`src/rtl/pc_seq.sv`:
```
// Multi-cycle fetch/decode/execute sequencer owning the architectural PC and instret.
// Optional feature: define PC_MISALIGN_TRAP_EN to trap on a misaligned committed PC.
module pc_seq #(
    parameter int                   CPU_WIDTH = 32,
    parameter logic [CPU_WIDTH-1:0] RESET_PC  = 32'h8000_0000,
    parameter int                   INSTRET_W = 64
) (
    input  logic                 i_clk,
    input  logic                 i_rst,
    output logic                 o_ifu_req_valid,
    output logic [CPU_WIDTH-1:0] o_ifu_req_addr,
    input  logic                 i_ifu_req_ready,
    input  logic                 i_ifu_rsp_valid,
    input  logic [31:0]          i_ifu_rsp_inst,
    output logic                 o_idu_valid,
    output logic [31:0]          o_idu_inst,
    output logic [CPU_WIDTH-1:0] o_ifu_pc,
    input  logic [CPU_WIDTH-1:0] i_bru_next_pc,
    input  logic                 i_exu_done,
    input  logic                 i_halt,
    output logic                 o_commit,
    output logic                 o_halted,
    output logic [INSTRET_W-1:0] o_instret,
    output logic                 o_misalign
);

    typedef enum logic [2:0] {
        S_IDLE,
        S_FETCH,
        S_WAIT_RSP,
        S_EXEC,
        S_HALT
`ifdef PC_MISALIGN_TRAP_EN
        , S_TRAP
`endif
    } state_t;

    state_t                 state;
    logic [CPU_WIDTH-1:0]   pc;
    logic [INSTRET_W-1:0]   instret;
    logic                   req_valid;
    logic                   idu_valid;
    logic                   halted;
    logic                   misalign;
    logic [31:0]            inst;

    localparam logic [INSTRET_W-1:0] INSTRET_ONE = {{(INSTRET_W-1){1'b0}}, 1'b1};

    always_ff @(posedge i_clk) begin
        if (i_rst) begin
            state     <= S_IDLE;
            pc        <= RESET_PC;
            inst      <= 32'h0;
            instret   <= '0;
            req_valid <= 1'b0;
            idu_valid <= 1'b0;
            halted    <= 1'b0;
            misalign  <= 1'b0;
        end else begin
            idu_valid <= 1'b0;
            case (state)
                S_IDLE: begin
                    state     <= S_FETCH;
                    req_valid <= 1'b1;
                end
                S_FETCH: begin
                    if (i_ifu_req_ready) begin
                        state     <= S_WAIT_RSP;
                        req_valid <= 1'b0;
                    end
                end
                S_WAIT_RSP: begin
                    if (i_ifu_rsp_valid) begin
                        inst      <= i_ifu_rsp_inst;
                        state     <= S_EXEC;
                        idu_valid <= 1'b1;
                    end
                end
                S_EXEC: begin
                    if (i_exu_done) begin
                        instret <= instret + INSTRET_ONE;
                        if (i_halt) begin
                            // PC stays on the halting instruction
                            state  <= S_HALT;
                            halted <= 1'b1;
                        end else begin
`ifdef PC_MISALIGN_TRAP_EN
                            pc <= i_bru_next_pc;
                            if (i_bru_next_pc[1:0] != 2'b00) begin
                                state    <= S_TRAP;
                                halted   <= 1'b1;
                                misalign <= 1'b1;
                            end else begin
                                state     <= S_FETCH;
                                req_valid <= 1'b1;
                            end
`else
                            pc        <= {i_bru_next_pc[CPU_WIDTH-1:2], 2'b00};
                            state     <= S_FETCH;
                            req_valid <= 1'b1;
`endif
                        end
                    end
                end
                default: ; // HALT / TRAP absorb until reset
            endcase
        end
    end

`ifndef PC_MISALIGN_TRAP_EN
    logic unused_misalign_tie;
    assign unused_misalign_tie = misalign;
`endif

    assign o_ifu_req_valid = req_valid;
    assign o_ifu_req_addr  = pc;
    assign o_ifu_pc        = pc;
    assign o_idu_valid     = idu_valid;
    assign o_idu_inst      = inst;
    assign o_commit        = (state == S_EXEC) && i_exu_done;
    assign o_halted        = halted;
    assign o_instret       = instret;
`ifdef PC_MISALIGN_TRAP_EN
    assign o_misalign      = misalign;
`else
    assign o_misalign      = 1'b0;
`endif

endmodule

```
`config.mk`:
```
export PLATFORM = sky130hd
export DESIGN_NAME = pc_seq
export DESIGN_NICKNAME = d
export VERILOG_FILES = /design/src/rtl/pc_seq.sv
export SDC_FILE = /design/constraint.sdc
export NUM_CORES = 1
export LEC_CHECK = 0
export BUFFER_PORTS_ARGS = -buffer_cell sky130_fd_sc_hd__buf_2
export CAP_MARGIN = 30
export CORE_MARGIN = 5
export CORE_UTILIZATION = 29
export CTS_BUF_LIST = sky130_fd_sc_hd__clkbuf_16
export DETAILED_ROUTE_END_ITERATION = 8
export SYNTH_ARGS = -nofsm -noshare
export SYNTH_HDL_FRONTEND = slang
export SYNTH_SLANG_ARGS = --single-unit
```
`constraint.sdc`:
```
create_clock -name i_clk -period 4 [get_ports i_clk]
set_clock_uncertainty 0.1 [all_clocks]
set_input_delay 0.6 -clock i_clk [delete_from_list [all_inputs] [get_ports i_clk]]
set_output_delay 0.6 -clock i_clk [all_outputs]
set_load 0.02 [all_outputs]
```
# Word-level counts from Yosys, hierarchy flattened
# Cells that the tools add are included.
# totals
register_bits	132
input_bits	70
output_inout_bits	165
elab_cells	38
# op_classes
addsub	1
n_eq_ne	7
mux	10
bitwise	2
reduce_logical	11
# ops
op	n
$add 64x1->64 const B	1
$mux 3	4
$pmux 3 s4	1
$ne 2x2->1 const B	4
$reduce_and 4->1	2
$eq 3x2->1 const B	2
$reduce_and 3->1	2
$mux 1	4
$reduce_and 2->1	2
$reduce_bool 4->1	1
$eq 3x1->1 const B	1
$logic_not 3->1	1
$pmux 1 s3	1
$reduce_bool 3->1	1
$not 1->1	2
$reduce_or 2->1	1
$logic_and 1x1->1	1

# Longest topological paths before layout
# Gate-level depths: netlist of the first run.
# logic_depth
word_depth	3
depth_mapped	8
mapped_depth_nobuf	6

# Least setup slack after synthesis of the first run
# Ideal clock, no wire load.
# synth_timing
path_kind	reg-to-reg
startpoint	reg instret[0] (netlist: o_instret[0])
endpoint	reg instret[60] (netlist: o_instret[60])
setup_ps	70
arrival_ps	2127
required_ps	3830
setup_slack_ps	1702
stages_incl_launch_ff	8
path_buffers	1
period_less_slack_ps	2298
cell_sequence	dfxtp_1 > ha_1 > nand2_1 > nor4_4 > nand3_2 > buf_2 > or4_1 > a21oi_1
# synth_via
elab_chain_len	1
# synth_lines
item	line	text
start: declaration	40	logic [INSTRET_W-1:0] instret;
start signal: assignment	81	instret <= instret + INSTRET_ONE;
$add 64x1->64	81	
# Every way passes these cells.
# A chain may end at the register's enable or synchronous reset.

# Final worst setup path of the first run
# layout_timing
startpoint	reg instret[29] (netlist: o_instret[29])
endpoint	reg instret[50] (netlist: o_instret[50])
# The elaborated chain is that of the path after synthesis.

==> impl_metrics.py, run 1 <==
metrics = {
    "place": {
        "dpl_cell_area_mm2": 0.00687,
        "place.gp.congestion": 0.787,
        "place_ws_ps": 1160,
        "dp_hpwl_mm": 11.5,
        "post-place-cells": 1139,
        "number_of_buffers_inserted_by_port_buffering": 227,
    },
    "sta": {
        "final-max-slew-violation-count": 0,
        "finalCriticalPeriod_ps": 2720,
        "rsz0062_at_grt": "false",
        "period_share_pct": 67.9,
        "max_clock_freq_mhz": 368,
        "setup_viol": 0,
        "timing_worst_slew_pin_value_ps": 878,
        "setup_ws_ps": 1280,
        "finalSetupTns_ps": 0,
        "whs_ps": 307,
        "timing.final.hold_violations": 0,
        "slew_headroom_pct": 40.9,
    },
    "global_route": {
        "grt_start_max_net_pins": 83,
        "groute.usage.overall_pct": 14.0,
        "first_global_vias": 4892,
        "grt_overflow_total": 0,
        "grt_antenna_before_repair": 0,
        "global_route_wire_length_before_repair_mm": 25.4,
    },
    "drt": {
        "wl_per_cell_um": 14.0,
        "detailroute.via_count": 5423,
        "number_of_nets_with_antenna_violations_after_detailed_routing": 0,
        "drtIter0Drc": 246,
        "drt_drc_violations_left": 0,
        "finalWirelength_mm": 16.5,
        "post_drt_via_cell_ratio": 4.63,
        "drt_pass1_iterations": 4,
    },
    "synthesis": {
        "synth_flop_cell": "dfxtp_1",
        "synth_warnings": 0,
        "syn_avg_cell_area_um2": 8.10,
        "ys_types": 37,
        "synth_adder_area_share_pct": 0.218,
        "async_flop_share_pct": 0,
        "synthesis.instances": 707,
        "synth_compound_area_share_pct": 11.6,
        "ys_seq_elements": 132,
        "synth.cell_area_mm2": 0.00573,
        "synth_enable_flop_cells": 0,
        "synth_xor_xnor_area_share_pct": 5.51,
        "dominant_combinational_cell_family_by_area_after_synthesis": "simple AND/OR/NAND/NOR gates",
        "synth-seq-area-share_pct": 46.1,
        "yosys-mux-area-fraction_pct": 0,
        "synthSimpleGateAreaFrac_pct": 28.6,
    },
    "worst_hold_path": {
        "class_of_the_tightest_hold_or_removal_check": "input port to register",
        "holdCritStartpoint": "i_bru_next_pc[31]",
        "holdPathStages": 3,
        "worst_hold_path.endpoint": "o_ifu_pc[31]$_SDFFE_PP1P_",
    },
    "final_layout": {
        "area_growth_pct": 30.4,
        "final_util_pct": 38.4,
        "most_frequent_standard_cell_in_the_layout_excluding_fill_and_tap_cells": "buf_2",
        "insertedDiodeCount": 0,
        "nNetsFinal": 965,
        "layout.cells.most_common_list": "buf_2, nand2_1, dfxtp_1",
        "final_cell_area_mm2": 0.00747,
        "final_cells": 1172,
        "drive_gt1_share_pct": 30.8,
    },
    "critical_path": {
        "delay_contributed_by_the_slowest_stage_of_the_critical_path_ps": 810,
        "crit-reg2reg-capture": "o_instret[50]$_SDFFE_PP0P_",
        "worstPathCellList": "nand4_2, nor4_1, nand4_1, or3_1, a21oi_1",
        "critPathTopFamily": "simple AND/OR/NAND/NOR gates",
        "worst-path-max-fanout": 11,
        "critical_path_class": "register to register",
        "worstPathRequired_ps": 4240,
        "worst_ep_arrival_time_ps": 2960,
        "crit_slowest_cell": "nor4_1",
        "r2r_setup_slack_ps": 1280,
        "timing.critical_path.depth": 5,
        "worstPathBufferInverterCount": 0,
        "reg2reg_depth": 5,
        "worst_setup_path_end_kind": "register",
        "worst_r2r_startpoint": "o_instret[29]$_SDFFE_PP0P_",
        "cp-start-kind": "register",
    },
    "clocking": {
        "clock_latency_late_sink_ps": 410,
        "cts_made_buffers": 17,
        "tritoncts": "done",
        "clock_path_buffers": 2,
        "post_cts_hold_buffer_count": 0,
        "tritoncts_num_sinks": 132,
        "cts.repair_timing.setup_buffer_count": 0,
        "clkTransAtPathRegs_ps": 60,
        "cts_resized": 0,
        "cts_htree_levels": 4,
        "cts_root_buf": "clkbuf_16",
    },
    "power_and_ir_drop": {
        "seq_power_share_pct": 44.1,
        "post-layout-total-power_mw": 3.04,
        "share_clk_of_total_power_pct": 51.6,
        "powerDensity_mw_per_mm2": 407,
        "static-leakage-power_nw": 3.22,
        "intPower_mw": 2.35,
        "power.ir.vdd_worst_v": 0.000288,
        "switching_share_pct": 22.7,
        "power.net_switching_uw": 690,
        "power.share.combinational_pct": 4.4,
    },
    "die": {
        "floorplan.initialDensity_pct": 29.4,
        "floorplan.die.height_um": 151,
        "fp.dieArea_mm2": 0.0227,
        "rows": 51,
        "boundaryPins": 235,
        "floorplan.die.width_um": 151,
        "core_area_mm2": 0.0195,
    },
    "run_status": {
        "run_status": "finished clean",
    },
    "run": {
        "max_cap_violations": 0,
    },
}
==> final cells by class <==
type | instances | area [um2]
fillers | 2018 | 12000
clock buffers | 17 | 425
flip-flops and latches | 132 | 2640
clock inverters | 15 | 165
inverters | 12 | 45.0
well taps | 265 | 332
multi-input cells | 497 | 2660
repair buffers | 234 | 1200
==> flip-flops by register name, indices dropped and copies added, names as in the netlist <==
register / count
o_idu_valid: 1
o_ifu_req_valid: 1
o_idu_inst: 32
o_halted: 1
o_ifu_pc: 30
o_instret: 64
state: 3
==> metal layers <==
metal  track usage [%]  part of all wire (%)  routed length, um  up-vias
li1                  -                     -                  -     2761
met4              4.48                   1.5                250        0
met2              22.9                    47               7720      174
met1              17.8                    45               7410     2472
met5                 0                     0                  0        -
met3              4.00                   6.5               1080       16
==> worst max path at each step <==
stage	startpoint	end
global route	o_instret[30]$_SDFFE_PP0P_	o_instret[50]$_SDFFE_PP0P_
CTS	o_instret[29]$_SDFFE_PP0P_	o_instret[50]$_SDFFE_PP0P_
finish	o_instret[29]$_SDFFE_PP0P_	o_instret[50]$_SDFFE_PP0P_
global placement	i_exu_done	o_instret[51]$_SDFFE_PP0P_
floorplan	o_instret[0]$_SDFFE_PP0P_	o_instret[60]$_SDFFE_PP0P_
detailed placement	i_exu_done	o_instret[59]$_SDFFE_PP0P_
==> synthesized netlist by cell type (2+ instances only) <==
master      n  area (um2)
and3_1      9        56.3
nor2_1     53         199
a21oi_1    94         470
nor3_1      5        25.0
clkbuf_1   30         113
and4_1      3        26.3
dfxtp_1   132        2640
buf_4      35         263
xnor2_1     9        78.8
inv_1      12        45.0
or3_1      22         138
or2_2       2        12.5
xor2_1     27         236
nand4_1    34         213
o31ai_1     4        30.0
nand4_2     3        37.5
nor4_4      4        85.1
o21a_1      2        15.0
buf_2       4        20.0
nand3_1    17        85.1
o21ai_0    26         130
nor4_1      8        50.1
or4_1       5        37.5
nand2_1   154         578
==> kinds of logic after synthesis <==
group / Yosys count
compound gates: 128
flops: 132
simple gates: 327
other cells: 1
fa+ha+maj: 1
xor+xnor: 36
buf+inv: 82
==> power by group through the flow <==
stage | Clock (mW) | Combinational [mW] | Sequential (mW)
6_report | 1.57 | 0.133 | 1.34
2_1_floorplan | 0 | 0.0649 | 1.38
3_5_place_dp | 0 | 0.135 | 1.37
4_1_cts | 1.62 | 0.135 | 1.34
3_3_place_gp | 0 | 0.135 | 1.37
5_1_grt | 1.68 | 0.147 | 1.34
==> worst min-delay path, stage by stage <==
cell and delay (ps):
buf_2 80, nand2_1 40, nand3b_1 70
(Power assumes the default switching activity.)
==> run 2, diff against run 1 <==
clock period = 2.7 ns   (was 4 ns; I/O delays follow)
==> impl_metrics.py, run 2 (synthesis gave the netlist of run 1 again) <==
metrics = {
    "final_layout": {
        "layout.cells.most_common_list": "buf_2, nand2_1, dfxtp_1",
        "most_frequent_standard_cell_in_the_layout_excluding_fill_and_tap_cells": "buf_2",
        "insertedDiodeCount": 0,
        "nNetsFinal": 973,
        "ff_latch_area_mm2": 0.00264,
        "area_growth_pct": 30.6,
        "fill_cells": 2017,
        "largest_reg_flops": 64,
        "final_cell_area_mm2": 0.00748,
        "drive_gt1_share_pct": 31.1,
        "multi_input_area_mm2": 0.00267,
    },
    "place": {
        "place.gp.congestion": 0.801,
        "place_ws_ps": 56.6,
        "number_of_buffers_inserted_by_port_buffering": 227,
        "dp_hpwl_mm": 11.8,
        "dpl_cell_area_mm2": 0.00694,
    },
    "die": {
        "rows": 51,
        "core_area_mm2": 0.0195,
        "floorplan.initialDensity_pct": 29.4,
        "floorplan.die.height_um": 151,
        "boundaryPins": 235,
        "floorplan.die.width_um": 151,
        "fp.dieArea_mm2": 0.0227,
    },
    "worst_hold_path": {
        "holdCritStartpoint": "i_bru_next_pc[31]",
        "class_of_the_tightest_hold_or_removal_check": "input port to register",
        "holdPathStages": 3,
        "worst_hold_path.endpoint": "o_ifu_pc[31]$_SDFFE_PP1P_",
    },
    "drt": {
        "detailroute.via_count": 5462,
        "number_of_nets_with_antenna_violations_after_detailed_routing": 0,
        "drtIter0Drc": 308,
        "wirelength_met1_mm": 7.39,
        "finalWirelength_mm": 16.6,
        "wl_per_cell_um": 14.1,
        "post_drt_via_cell_ratio": 4.63,
        "maxUsedRoutingLayer": "met5",
        "routed-wl-met3_mm": 1.17,
        "drt_drc_violations_left": 0,
        "drt_pass1_iterations": 4,
        "wl_met2_mm": 7.86,
    },
    "run_status": {
        "run_status": "finished clean",
    },
    "global_route": {
        "global_route_wire_length_before_repair_mm": 25.2,
        "first_global_vias": 4809,
        "groute.usage.overall_pct": 14.0,
        "grt_antenna_before_repair": 1,
        "grt_start_max_net_pins": 51,
        "grt_overflow_total": 0,
    },
    "clocking": {
        "clock_path_buffers": 2,
        "clock_latency_late_sink_ps": 410,
        "cts_made_buffers": 17,
        "tritoncts": "done",
        "tritoncts_num_sinks": 132,
        "cts_htree_levels": 4,
        "cts_root_buf": "clkbuf_16",
        "clkTransAtPathRegs_ps": 60,
    },
    "sta": {
        "period_share_pct": 91.1,
        "slew_headroom_pct": 61.0,
        "timing.final.hold_violations": 0,
        "rsz0062_at_grt": "false",
        "max_clock_freq_mhz": 407,
        "finalSetupTns_ps": 0,
        "timing_worst_slew_pin_value_ps": 584,
        "final-max-slew-violation-count": 0,
        "finalCriticalPeriod_ps": 2460,
        "setup_ws_ps": 241,
        "setup_viol": 0,
    },
    "critical_path": {
        "critPathTopFamily": "simple AND/OR/NAND/NOR gates",
        "worstPathRequired_ps": 2940,
        "crit_slowest_cell": "nor4_4",
        "worst_setup_path_end_kind": "register",
        "worst_ep_arrival_time_ps": 2700,
        "worst-path-max-fanout": 11,
        "crit-reg2reg-capture": "o_instret[37]$_SDFFE_PP0P_",
        "r2r_setup_slack_ps": 240,
        "reg2reg_depth": 5,
        "worst_r2r_startpoint": "state[1]$_SDFFE_PP0P_",
        "delay_contributed_by_the_slowest_stage_of_the_critical_path_ps": 580,
        "critical_path_class": "register to register",
        "cp-start-kind": "register",
        "worstPathCellList": "nand4b_4, nor4_4, nand4_1, or4_1, a21oi_1",
        "worstPathBufferInverterCount": 0,
    },
    "power_and_ir_drop": {
        "power.ir.vdd_worst_v": 0.000424,
        "static-leakage-power_nw": 3.24,
        "powerDensity_mw_per_mm2": 571,
        "post-layout-total-power_mw": 4.27,
    },
    "run": {
        "max_cap_violations": 0,
    },
}
[run 2: layer usage]
layer | vias up | track usage (%)
met2 | 160 | 22.9
met4 | 2 | 4.53
met1 | 2518 | 18.0
li1 | 2770 | -
met5 | - | 0
met3 | 12 | 3.58
[run 2: final cells by class]
cell class | instances | share of cell area (%)
clock inverter | 14 | 1.32
timing repair buffer | 242 | 16.9
tap | 265 | 4.43
clock buffer | 17 | 5.69
sequential | 132 | 35.3
inverter | 12 | 0.602
multi-input combinational | 497 | 35.7
[run 2: what timing repair did]
action	CTS	global route
setup buffers	0	0
endpoints found under the hold margin	0	0
hold buffers	0	0
resized for setup	0	2
setup endpoints to repair	0	8
[run 2: worst min-delay path, stage by stage]
cell and delay [ps]:
buf_2 80, nand2_1 40, nand3b_1 70
[run 2: how the worst max path moves through the flow]
stage / startpoint / endpoint / cells past startpoint
2_1_floorplan: o_instret[0]$_SDFFE_PP0P_ / o_instret[60]$_SDFFE_PP0P_ / 7
3_3_place_gp: i_exu_done / o_instret[51]$_SDFFE_PP0P_ / 6
3_5_place_dp: i_exu_done / o_instret[61]$_SDFFE_PP0P_ / 6
4_1_cts: state[1]$_SDFFE_PP0P_ / o_instret[51]$_SDFFE_PP0P_ / 5
5_1_grt: state[1]$_SDFFE_PP0P_ / o_instret[47]$_SDFFE_PP0P_ / 5
6_report: state[1]$_SDFFE_PP0P_ / o_instret[37]$_SDFFE_PP0P_ / 5
[run 2: where the power goes]
| part | switching [mW] | total (mW) | leakage (nW) | internal [mW] |
|---|---|---|---|---|
| combinational | 0.125 | 0.200 | 1.91 | 0.0745 |
| sequential | 0.0152 | 1.98 | 1.06 | 1.97 |
| clock | 0.853 | 2.09 | 0.257 | 1.23 |
| total | 0.993 | 4.27 | 3.24 | 3.28 |
[run 2: stage by stage]
stage	std cells	utilization (%)	hold slack (ps)
after CTS	1179	38.3	95.1
after global placement	1148	35.7	339
after global routing	1179	38.4	113
after floorplan	711	-	429
final	1179	38.4	117
after detailed placement	1148	35.7	343
